`src/rtl/conv_stream_pkg.sv`:
```
// Shared types and size helpers for the convolution stream master.
//   state_t : run-sequencer states
//   y_size  : number of results produced for a given X/F length
//   addr_w  : address width for a buffer of a given depth (min 1)
package conv_stream_pkg;

  typedef enum logic [1:0] {
    IDLE = 2'd0,
    RUN  = 2'd1,
    DONE = 2'd2
  } state_t;

  function automatic int y_size(input int x_size, input int f_size);
    return x_size - f_size + 1;
  endfunction

  function automatic int addr_w(input int depth);
    return (depth > 1) ? $clog2(depth) : 1;
  endfunction

endpackage

```
`src/rtl/stream_tx_chan.sv`:
```
// One valid/ready master channel: host-loaded buffer, transfer counter and
// registered valid/data.
//   clk, reset     : clock, async active-low reset
//   i_wr_en/addr/data : host buffer write (addresses >= SIZE dropped)
//   i_start        : launch a run, present element 0 next cycle
//   i_stop         : force valid low (run finished)
//   i_ready        : sink ready
//   o_valid/o_data : registered channel outputs
module stream_tx_chan
  import conv_stream_pkg::*;
#(
  parameter int WIDTH = 8,
  parameter int SIZE  = 128,
  parameter int AW    = 7,
  localparam int IW   = addr_w(SIZE),
  localparam int CW   = $clog2(SIZE + 1)
) (
  input  logic             clk,
  input  logic             reset,
  input  logic             i_wr_en,
  input  logic [AW-1:0]    i_wr_addr,
  input  logic [WIDTH-1:0] i_wr_data,
  input  logic             i_start,
  input  logic             i_stop,
  input  logic             i_ready,
  output logic             o_valid,
  output logic [WIDTH-1:0] o_data
);

  localparam logic [AW:0]   SIZE_A = (AW + 1)'(SIZE);
  localparam logic [CW-1:0] LAST   = CW'(SIZE - 1);

  logic [WIDTH-1:0] r_mem [SIZE];
  logic [CW-1:0]    r_cnt;
  logic             r_valid;
  logic [WIDTH-1:0] r_data;

  logic             w_wr_ok;
  logic             w_xfer;
  logic [CW-1:0]    w_nxt;
  logic [WIDTH-1:0] w_first;
  logic [WIDTH-1:0] w_next;

  assign w_wr_ok = i_wr_en && ({1'b0, i_wr_addr} < SIZE_A);
  assign w_xfer  = r_valid && i_ready;
  assign w_nxt   = r_cnt + 1'b1;
  // A write to element 0 in the start cycle must be what goes out first.
  assign w_first = (w_wr_ok && (i_wr_addr == '0)) ? i_wr_data : r_mem[0];
  assign w_next  = r_mem[w_nxt[IW-1:0]];

  always_ff @(posedge clk) begin
    if (w_wr_ok) r_mem[i_wr_addr[IW-1:0]] <= i_wr_data;
  end

  always_ff @(posedge clk or negedge reset) begin
    if (!reset) begin
      r_cnt   <= '0;
      r_valid <= 1'b0;
      r_data  <= '0;
    end else if (i_start) begin
      r_cnt   <= '0;
      r_valid <= 1'b1;
      r_data  <= w_first;
    end else if (i_stop) begin
      r_valid <= 1'b0;
    end else if (w_xfer) begin
      r_cnt <= w_nxt;
      if (r_cnt == LAST) begin
        r_valid <= 1'b0;
        r_data  <= '0;
      end else begin
        r_data <= w_next;
      end
    end
  end

  assign o_valid = r_valid;
  assign o_data  = r_data;

endmodule

```
`src/rtl/conv_stream_master.sv`:
```
// Convolution stream master: streams preloaded X and F vectors to the engine
// over two master channels and captures the engine's Y results.
//   clk, reset           : clock, async active-low reset
//   ld_en/sel/addr/data  : host buffer load (IDLE only; sel 0 = X, 1 = F)
//   start, busy, done    : run control / status
//   m_*_x, m_*_f         : X and F master channels
//   s_*_y                : Y slave channel
//   rd_addr, rd_data     : result buffer read port (combinational)
//   y_count              : results captured in the current/last run
//
// state | meaning
// IDLE  | host loads buffers, waits for start
// RUN   | X/F streaming and Y capture in progress
// DONE  | one-cycle completion pulse
module conv_stream_master
  import conv_stream_pkg::*;
#(
  parameter int DATA_WIDTH_X = 8,
  parameter int DATA_WIDTH_F = 8,
  parameter int X_SIZE       = 128,
  parameter int F_SIZE       = 32,
  parameter int ACC_SIZE     = 21,
  localparam int Y_SIZE      = y_size(X_SIZE, F_SIZE),
  localparam int LD_AW       = addr_w(X_SIZE),
  localparam int LD_DW       = (DATA_WIDTH_X > DATA_WIDTH_F) ? DATA_WIDTH_X : DATA_WIDTH_F,
  localparam int Y_AW        = addr_w(Y_SIZE),
  localparam int Y_CW        = $clog2(Y_SIZE + 1)
) (
  input  logic                    clk,
  input  logic                    reset,
  input  logic                    ld_en,
  input  logic                    ld_sel,
  input  logic [LD_AW-1:0]        ld_addr,
  input  logic [LD_DW-1:0]        ld_data,
  input  logic                    start,
  output logic                    busy,
  output logic                    done,
  output logic                    m_valid_x,
  input  logic                    m_ready_x,
  output logic [DATA_WIDTH_X-1:0] m_data_out_x,
  output logic                    m_valid_f,
  input  logic                    m_ready_f,
  output logic [DATA_WIDTH_F-1:0] m_data_out_f,
  input  logic                    s_valid_y,
  output logic                    s_ready_y,
  input  logic [ACC_SIZE-1:0]     s_data_in_y,
  input  logic [Y_AW-1:0]         rd_addr,
  output logic [ACC_SIZE-1:0]     rd_data,
  output logic [Y_CW-1:0]         y_count
);

  localparam logic [Y_CW-1:0] Y_LAST   = Y_CW'(Y_SIZE - 1);
  localparam logic [Y_AW:0]   Y_SIZE_A = (Y_AW + 1)'(Y_SIZE);

  state_t              r_state;
  logic                r_busy;
  logic                r_done;
  logic                r_ready_y;
  logic [Y_CW-1:0]     r_y_cnt;
  logic [ACC_SIZE-1:0] r_ybuf [Y_SIZE];

  logic w_idle;
  logic w_start;
  logic w_stop;
  logic w_ld_x;
  logic w_ld_f;
  logic w_y_hs;

  assign w_idle  = (r_state == IDLE);
  assign w_start = w_idle && start;
  assign w_stop  = (r_state == DONE);
  assign w_ld_x  = w_idle && ld_en && !ld_sel;
  assign w_ld_f  = w_idle && ld_en && ld_sel;
  // Ready is only ever high in RUN, so this cannot fire outside a run.
  assign w_y_hs  = s_valid_y && r_ready_y;

  always_ff @(posedge clk or negedge reset) begin
    if (!reset) begin
      r_state   <= IDLE;
      r_busy    <= 1'b0;
      r_done    <= 1'b0;
      r_ready_y <= 1'b0;
      r_y_cnt   <= '0;
    end else begin
      r_done <= 1'b0;
      case (r_state)
        IDLE: begin
          if (start) begin
            r_state   <= RUN;
            r_busy    <= 1'b1;
            r_ready_y <= 1'b1;
            r_y_cnt   <= '0;
          end
        end
        RUN: begin
          if (w_y_hs) begin
            r_y_cnt <= r_y_cnt + 1'b1;
            if (r_y_cnt == Y_LAST) begin
              r_state   <= DONE;
              r_ready_y <= 1'b0;
              r_busy    <= 1'b0;
              r_done    <= 1'b1;
            end
          end
        end
        DONE:    r_state <= IDLE;
        default: r_state <= IDLE;
      endcase
    end
  end

  always_ff @(posedge clk) begin
    if (w_y_hs) r_ybuf[r_y_cnt[Y_AW-1:0]] <= s_data_in_y;
  end

  stream_tx_chan #(
    .WIDTH (DATA_WIDTH_X),
    .SIZE  (X_SIZE),
    .AW    (LD_AW)
  ) u_chan_x (
    .clk       (clk),
    .reset     (reset),
    .i_wr_en   (w_ld_x),
    .i_wr_addr (ld_addr),
    .i_wr_data (ld_data[DATA_WIDTH_X-1:0]),
    .i_start   (w_start),
    .i_stop    (w_stop),
    .i_ready   (m_ready_x),
    .o_valid   (m_valid_x),
    .o_data    (m_data_out_x)
  );

  stream_tx_chan #(
    .WIDTH (DATA_WIDTH_F),
    .SIZE  (F_SIZE),
    .AW    (LD_AW)
  ) u_chan_f (
    .clk       (clk),
    .reset     (reset),
    .i_wr_en   (w_ld_f),
    .i_wr_addr (ld_addr),
    .i_wr_data (ld_data[DATA_WIDTH_F-1:0]),
    .i_start   (w_start),
    .i_stop    (w_stop),
    .i_ready   (m_ready_f),
    .o_valid   (m_valid_f),
    .o_data    (m_data_out_f)
  );

  assign busy      = r_busy;
  assign done      = r_done;
  assign s_ready_y = r_ready_y;
  assign y_count   = r_y_cnt;
  assign rd_data   = ({1'b0, rd_addr} < Y_SIZE_A) ? r_ybuf[rd_addr] : '0;

endmodule

```
`config.mk`:
```
export PLATFORM = sky130hd
export DESIGN_NAME = conv_stream_master
export DESIGN_NICKNAME = d
export VERILOG_FILES = /design/src/rtl/conv_stream_pkg.sv /design/src/rtl/stream_tx_chan.sv /design/src/rtl/conv_stream_master.sv
export SDC_FILE = /design/constraint.sdc
export NUM_CORES = 2
export LEC_CHECK = 0
export ABC_CLOCK_PERIOD_IN_PS = 4100
export CORE_AREA = 2 2 708 534
export DETAILED_ROUTE_END_ITERATION = 6
export DIE_AREA = 0 0 710 536
export GPL_TIMING_DRIVEN = 0
export PLACE_DENSITY = 0.51
export RECOVER_POWER = 50
export SLEW_MARGIN = 30
export SYNTH_ARGS = -nofsm -noshare
export SYNTH_HDL_FRONTEND = slang
export SYNTH_SLANG_ARGS = --single-unit
```
`constraint.sdc`:
```
create_clock -name clk -period 4.1 [get_ports clk]
set_clock_uncertainty 0.2 [all_clocks]
set_input_delay 0.82 -clock clk [delete_from_list [all_inputs] [get_ports clk]]
set_output_delay 0.82 -clock clk [all_outputs]
set_load 0.02 [all_outputs]
```
==> flow_metrics.env <==
export IMPL_run_status="complete, but fails checks"
export IMPL_violations="design-rule violations, max-capacitance violations, max-slew violations, negative setup slack"
export IMPL_worstSetupPathDepth=9
export IMPL_post_synth_inst_count=5819
export IMPL_post_synth_instance_area_mm2=0.130
export IMPL_tritoncts_clock_tree="done"
export IMPL_met1_usage=0.334
export IMPL_ys_seq_area_frac=0.773
export IMPL_relSlewSlack=-1.84
export IMPL_power_share_sequential=0.522
export IMPL_worstHoldStart="s_ready_y$_DFFE_PN0P_"
export IMPL_critPathBufInv=4
export IMPL_cts_root_buffer="sky130_fd_sc_hd__clkbuf_16"
export IMPL_horizontal_die_dimension_um=710
export IMPL_finalCritPeriodShare=1.11
export IMPL_drc_errors=6
export IMPL_timing_endpoint_of_the_critical_path="rd_data[10]"
export IMPL_number_of_detailed_route_iterations_in_the_first_pass=7
export IMPL_overflow=0
export IMPL_antenna_found_initial=29
export IMPL_irDropWorstVdd_uv=370
export IMPL_internal_power_component_mw=56.5
export IMPL_post_route_cells_drive_above_1_share=0.328
export IMPL_period_needed_ns=4.55
export IMPL_finalHoldViolCount=0
export IMPL_layout_area_overhead_vs_synth_pct=19.7
export IMPL_coreArea_mm2=0.374
export IMPL_combined_global_route_utilization_of_all_metal_layers=0.209
export IMPL_grt_pass1_wl_um=547000
export IMPL_layout_setup_ws_ns=-0.446
export IMPL_detailedPlacementHpwl_um=277000
export IMPL_max_cap_violations=36
export IMPL_critical_path_endpoint_type="primary output"
export IMPL_data_arrival_time_of_the_worst_path_ns=3.53
export IMPL_least_margin_pin_slew_ns=4.26
export IMPL_fmax_ghz=0.220
export IMPL_cpLargestDelayFamily="compound AO/OA/AOI/OAI gates"
export IMPL_worstRegToRegCells=9
export IMPL_setup_viol_count_final=172
export IMPL_crit_path_start_kind="input port"
export IMPL_crit_type="in2out"
export IMPL_ys_warnings_count=0
export IMPL_dominantRegCellSynth="sky130_fd_sc_hd__edfxtp_1"
export IMPL_clock_latency_ns=1.00
export IMPL_routed_wire_length_per_instance_um=34.2
export IMPL_postSynth_asyncResetShare=0.0128
export IMPL_critical_path_reg2reg_endpoint="u_chan_x.o_data[2]$_DFFE_PN0P_"
export IMPL_cpMaxStageDelayCell="sky130_fd_sc_hd__a2111oi_0"
export IMPL_port_buffer_count=94
export IMPL_grt_pass1_vias=64500
export IMPL_largest_area_contributor_in_the_synthesized_netlist="sky130_fd_sc_hd__edfxtp_1"
export IMPL_timing_final_max_slew_violations=2135
export IMPL_die_h_um=536
export IMPL_drt_total_wl_um=404000
export IMPL_antenna_left=0
export IMPL_syn_mean_instance_area_um2=22.4
export IMPL_final_core_util=0.416
export IMPL_cts_max_level=5
export IMPL_crit_path_max_incr_delay_ns=0.46
export IMPL_critPathLaunch="rd_addr[1]"
export IMPL_num_vias=66600
export IMPL_grt_setup_unrepaired="yes"
export IMPL_power_frac_clock=0.434
export IMPL_cts_buffer_depth=4
export IMPL_cell_by_cell_trace_of_the_critical_path="buf_12 > buf_4 > clkbuf_4 > mux4_2 > a2111oi_0 > a211oi_1 > a32oi_1 > o221ai_2 > buf_6"
export IMPL_ff_to_ff_start="u_chan_x.r_cnt[0]$_DFFE_PN0P_"
export IMPL_grt_start_max_net_pins=118
export IMPL_cts_inserted_buffers=347
export IMPL_leakage_nw=47.8
export IMPL_power_per_cell_area_mw_per_mm2=464
export IMPL_net_switching_power_of_the_design_mw=15.8
export IMPL_synthesized_flop_and_latch_total=3360
export IMPL_comb_power_share=0.044
export IMPL_synth_cell_type_count=66
export IMPL_cts_reportedPaths_clkPinSlew_ns=0.06
export IMPL_synth_top_cells_by_area="sky130_fd_sc_hd__edfxtp_1 77%, sky130_fd_sc_hd__mux4_2 16%, sky130_fd_sc_hd__nor2_1 0.95%"
export IMPL_floorplan_io_pins=100
export IMPL_final_nets=6555
export IMPL_endpoint_required_time_on_the_critical_path_ns=3.08
export IMPL_initial_utilization=0.348
export IMPL_grt_most_used_layer="met1"
export IMPL_globalRouteMet3Util=0.0567
export IMPL_floorplan_die_area_mm2=0.381
export IMPL_cts_sink_count=3360
export IMPL_synth_nets=5874
export IMPL_gpl_final_weighted_congestion=0.942
export IMPL_power_switching_share=0.218
export IMPL_grt_util_met2=0.281
export IMPL_netlist_area_leader_share=0.765
export IMPL_crit_fanout=10
export IMPL_first_iter_violations=10200
export IMPL_floorplan_rows=195
export IMPL_class_of_the_tightest_hold_or_removal_check="reg2reg"
export IMPL_synth_enable_flop_cells=3317
export IMPL_post_drt_via_cell_ratio=5.64
export IMPL_hold_slack_ns=0.364
export IMPL_reg2reg_slack_ns=-0.38
## final cells by class
| cell class | count | area, µm² |
|---|---|---|
| clock buffer | 425 | 9090 |
| timing repair buffer | 333 | 5040 |
| antenna | 8 | 20.0 |
| tap | 5023 | 6280 |
| multi-input combinational | 2138 | 29800 |
| buffer | 309 | 2880 |
| fill | 32500 | 218000 |
| clock inverter | 203 | 2040 |
| sequential | 3360 | 101000 |
| inverter | 11 | 41.3 |
## repair_timing
item                                    CTS  global route
endpoints found under the setup margin   29            37
hold endpoints to repair                318             0
hold buffers                             19             0
setup buffers                            24            37
gates cloned                              8             2
pin swaps                                21            19
gates resized for setup                 613            91
## placed cells by master, fill, tap and decap left out, types with 16 or more instances in the layout
cell,netlist,routed
sky130_fd_sc_hd__dlygate4sd3_1,0,19
sky130_fd_sc_hd__clkinv_2,0,67
sky130_fd_sc_hd__nand3_1,54,54
sky130_fd_sc_hd__clkbuf_8,0,19
sky130_fd_sc_hd__a21o_1,17,17
sky130_fd_sc_hd__clkinv_1,0,66
sky130_fd_sc_hd__edfxtp_1,3317,3317
sky130_fd_sc_hd__buf_16,0,127
sky130_fd_sc_hd__mux4_2,939,939
sky130_fd_sc_hd__clkbuf_2,0,74
sky130_fd_sc_hd__mux2i_4,0,48
sky130_fd_sc_hd__o21ai_0,29,16
sky130_fd_sc_hd__clkdlybuf4s50_1,0,42
sky130_fd_sc_hd__buf_4,22,85
sky130_fd_sc_hd__buf_6,25,60
sky130_fd_sc_hd__clkbuf_16,0,354
sky130_fd_sc_hd__dfrtp_1,43,43
sky130_fd_sc_hd__mux2_2,25,25
sky130_fd_sc_hd__nand2_1,294,294
sky130_fd_sc_hd__mux2i_1,97,41
sky130_fd_sc_hd__bufinv_16,0,27
sky130_fd_sc_hd__a32oi_1,23,23
sky130_fd_sc_hd__buf_2,87,46
sky130_fd_sc_hd__nor2_1,331,186
sky130_fd_sc_hd__nor2_4,0,94
sky130_fd_sc_hd__clkbuf_1,143,155
sky130_fd_sc_hd__buf_12,0,46
sky130_fd_sc_hd__clkbuf_4,0,22
sky130_fd_sc_hd__a21oi_1,45,36
sky130_fd_sc_hd__nor2_2,2,53
sky130_fd_sc_hd__a31oi_1,31,30
## tightest hold or removal path, cell delays in order, from the launching register on
cell,delay (ns)
sky130_fd_sc_hd__dfrtp_1,0.39
sky130_fd_sc_hd__nor2_1,0.06
sky130_fd_sc_hd__nor2_1,0.07
## through the flow
step	TNS [ns]	setup WS [ns]	power (mW)	instance area [µm²]	instances
global route	-55.24	-0.482	74.2	156000	11800
global placement	-9109.90	-3.57	41.2	137000	10900
detailed placement	-278.56	-2.63	41.2	142000	11100
floorplan	0	0.138	39.6	130000	5819
CTS	-7.79	-0.467	72.7	156000	11800
finish	-20.82	-0.446	72.3	156000	11800
## power groups by stage
stage | Clock (mW) | Sequential [mW] | Combinational, mW
2_1_floorplan | 0 | 38.5 | 1.13
3_3_place_gp | 0 | 38.7 | 2.59
3_5_place_dp | 0 | 38.4 | 2.74
4_1_cts | 31.9 | 37.7 | 3.16
5_1_grt | 33.2 | 37.7 | 3.27
6_report | 31.4 | 37.8 | 3.16
## flip-flops by register name (all words and copies together), names as in the netlist, 2 cells and up
| name | count |
|---|---|
| r_ybuf | 2037 |
| y_count | 7 |
| u_chan_f.o_data | 8 |
| u_chan_f.r_mem | 256 |
| u_chan_f.r_cnt | 6 |
| r_state | 2 |
| u_chan_x.r_mem | 1024 |
| u_chan_x.r_cnt | 8 |
| u_chan_x.o_data | 8 |
## metal layers
| layer | part of all wire | vias to the layer above |
|---|---|---|
| met4 | 0.023 | 2 |
| met5 | 0.000030 | - |
| li1 | - | 26000 |
| met2 | 0.41 | 3399 |
| met3 | 0.11 | 495 |
| met1 | 0.46 | 36700 |
## cells in the mapped netlist, types with 17 or more instances
cell type / count
sky130_fd_sc_hd__a21o_1: 17
sky130_fd_sc_hd__a21oi_1: 45
sky130_fd_sc_hd__a31oi_1: 31
sky130_fd_sc_hd__a32oi_1: 23
sky130_fd_sc_hd__buf_1: 33
sky130_fd_sc_hd__buf_2: 87
sky130_fd_sc_hd__buf_4: 22
sky130_fd_sc_hd__buf_6: 25
sky130_fd_sc_hd__clkbuf_1: 143
sky130_fd_sc_hd__dfrtp_1: 43
sky130_fd_sc_hd__edfxtp_1: 3317
sky130_fd_sc_hd__mux2_2: 25
sky130_fd_sc_hd__mux2i_1: 97
sky130_fd_sc_hd__mux4_2: 939
sky130_fd_sc_hd__nand2_1: 294
sky130_fd_sc_hd__nand3_1: 54
sky130_fd_sc_hd__nor2_1: 331
sky130_fd_sc_hd__nor3_1: 18
sky130_fd_sc_hd__o21ai_0: 29
sky130_fd_sc_hd__o22ai_1: 24
## kinds of logic after synthesis
family | Yosys count | share of synthesized area
flops | 3360 | 0.773
buf+inv | 321 | 0.0122
simple gates | 770 | 0.0246
xor+xnor | 29 | 0.00227
mux | 1061 | 0.172
compound gates | 274 | 0.0150
fa+ha+maj | 4 | 0.000385
## how the worst min path moves through the flow
stage                               endpoint  slack (ns)  cells after the start
2_1_floorplan  u_chan_x.r_cnt[7]$_DFFE_PN0P_        0.30                      2
3_5_place_dp   u_chan_x.r_cnt[7]$_DFFE_PN0P_        0.35                      2
4_1_cts               r_ybuf[3][4]$_DFFE_PP_       0.005                      1
3_3_place_gp   u_chan_x.r_cnt[7]$_DFFE_PN0P_        0.33                      2
6_report               s_ready_y$_DFFE_PN0P_        0.36                      2
5_1_grt        u_chan_x.r_cnt[7]$_DFFE_PN0P_        0.38                      2
Power figures use the tool's default switching activity.
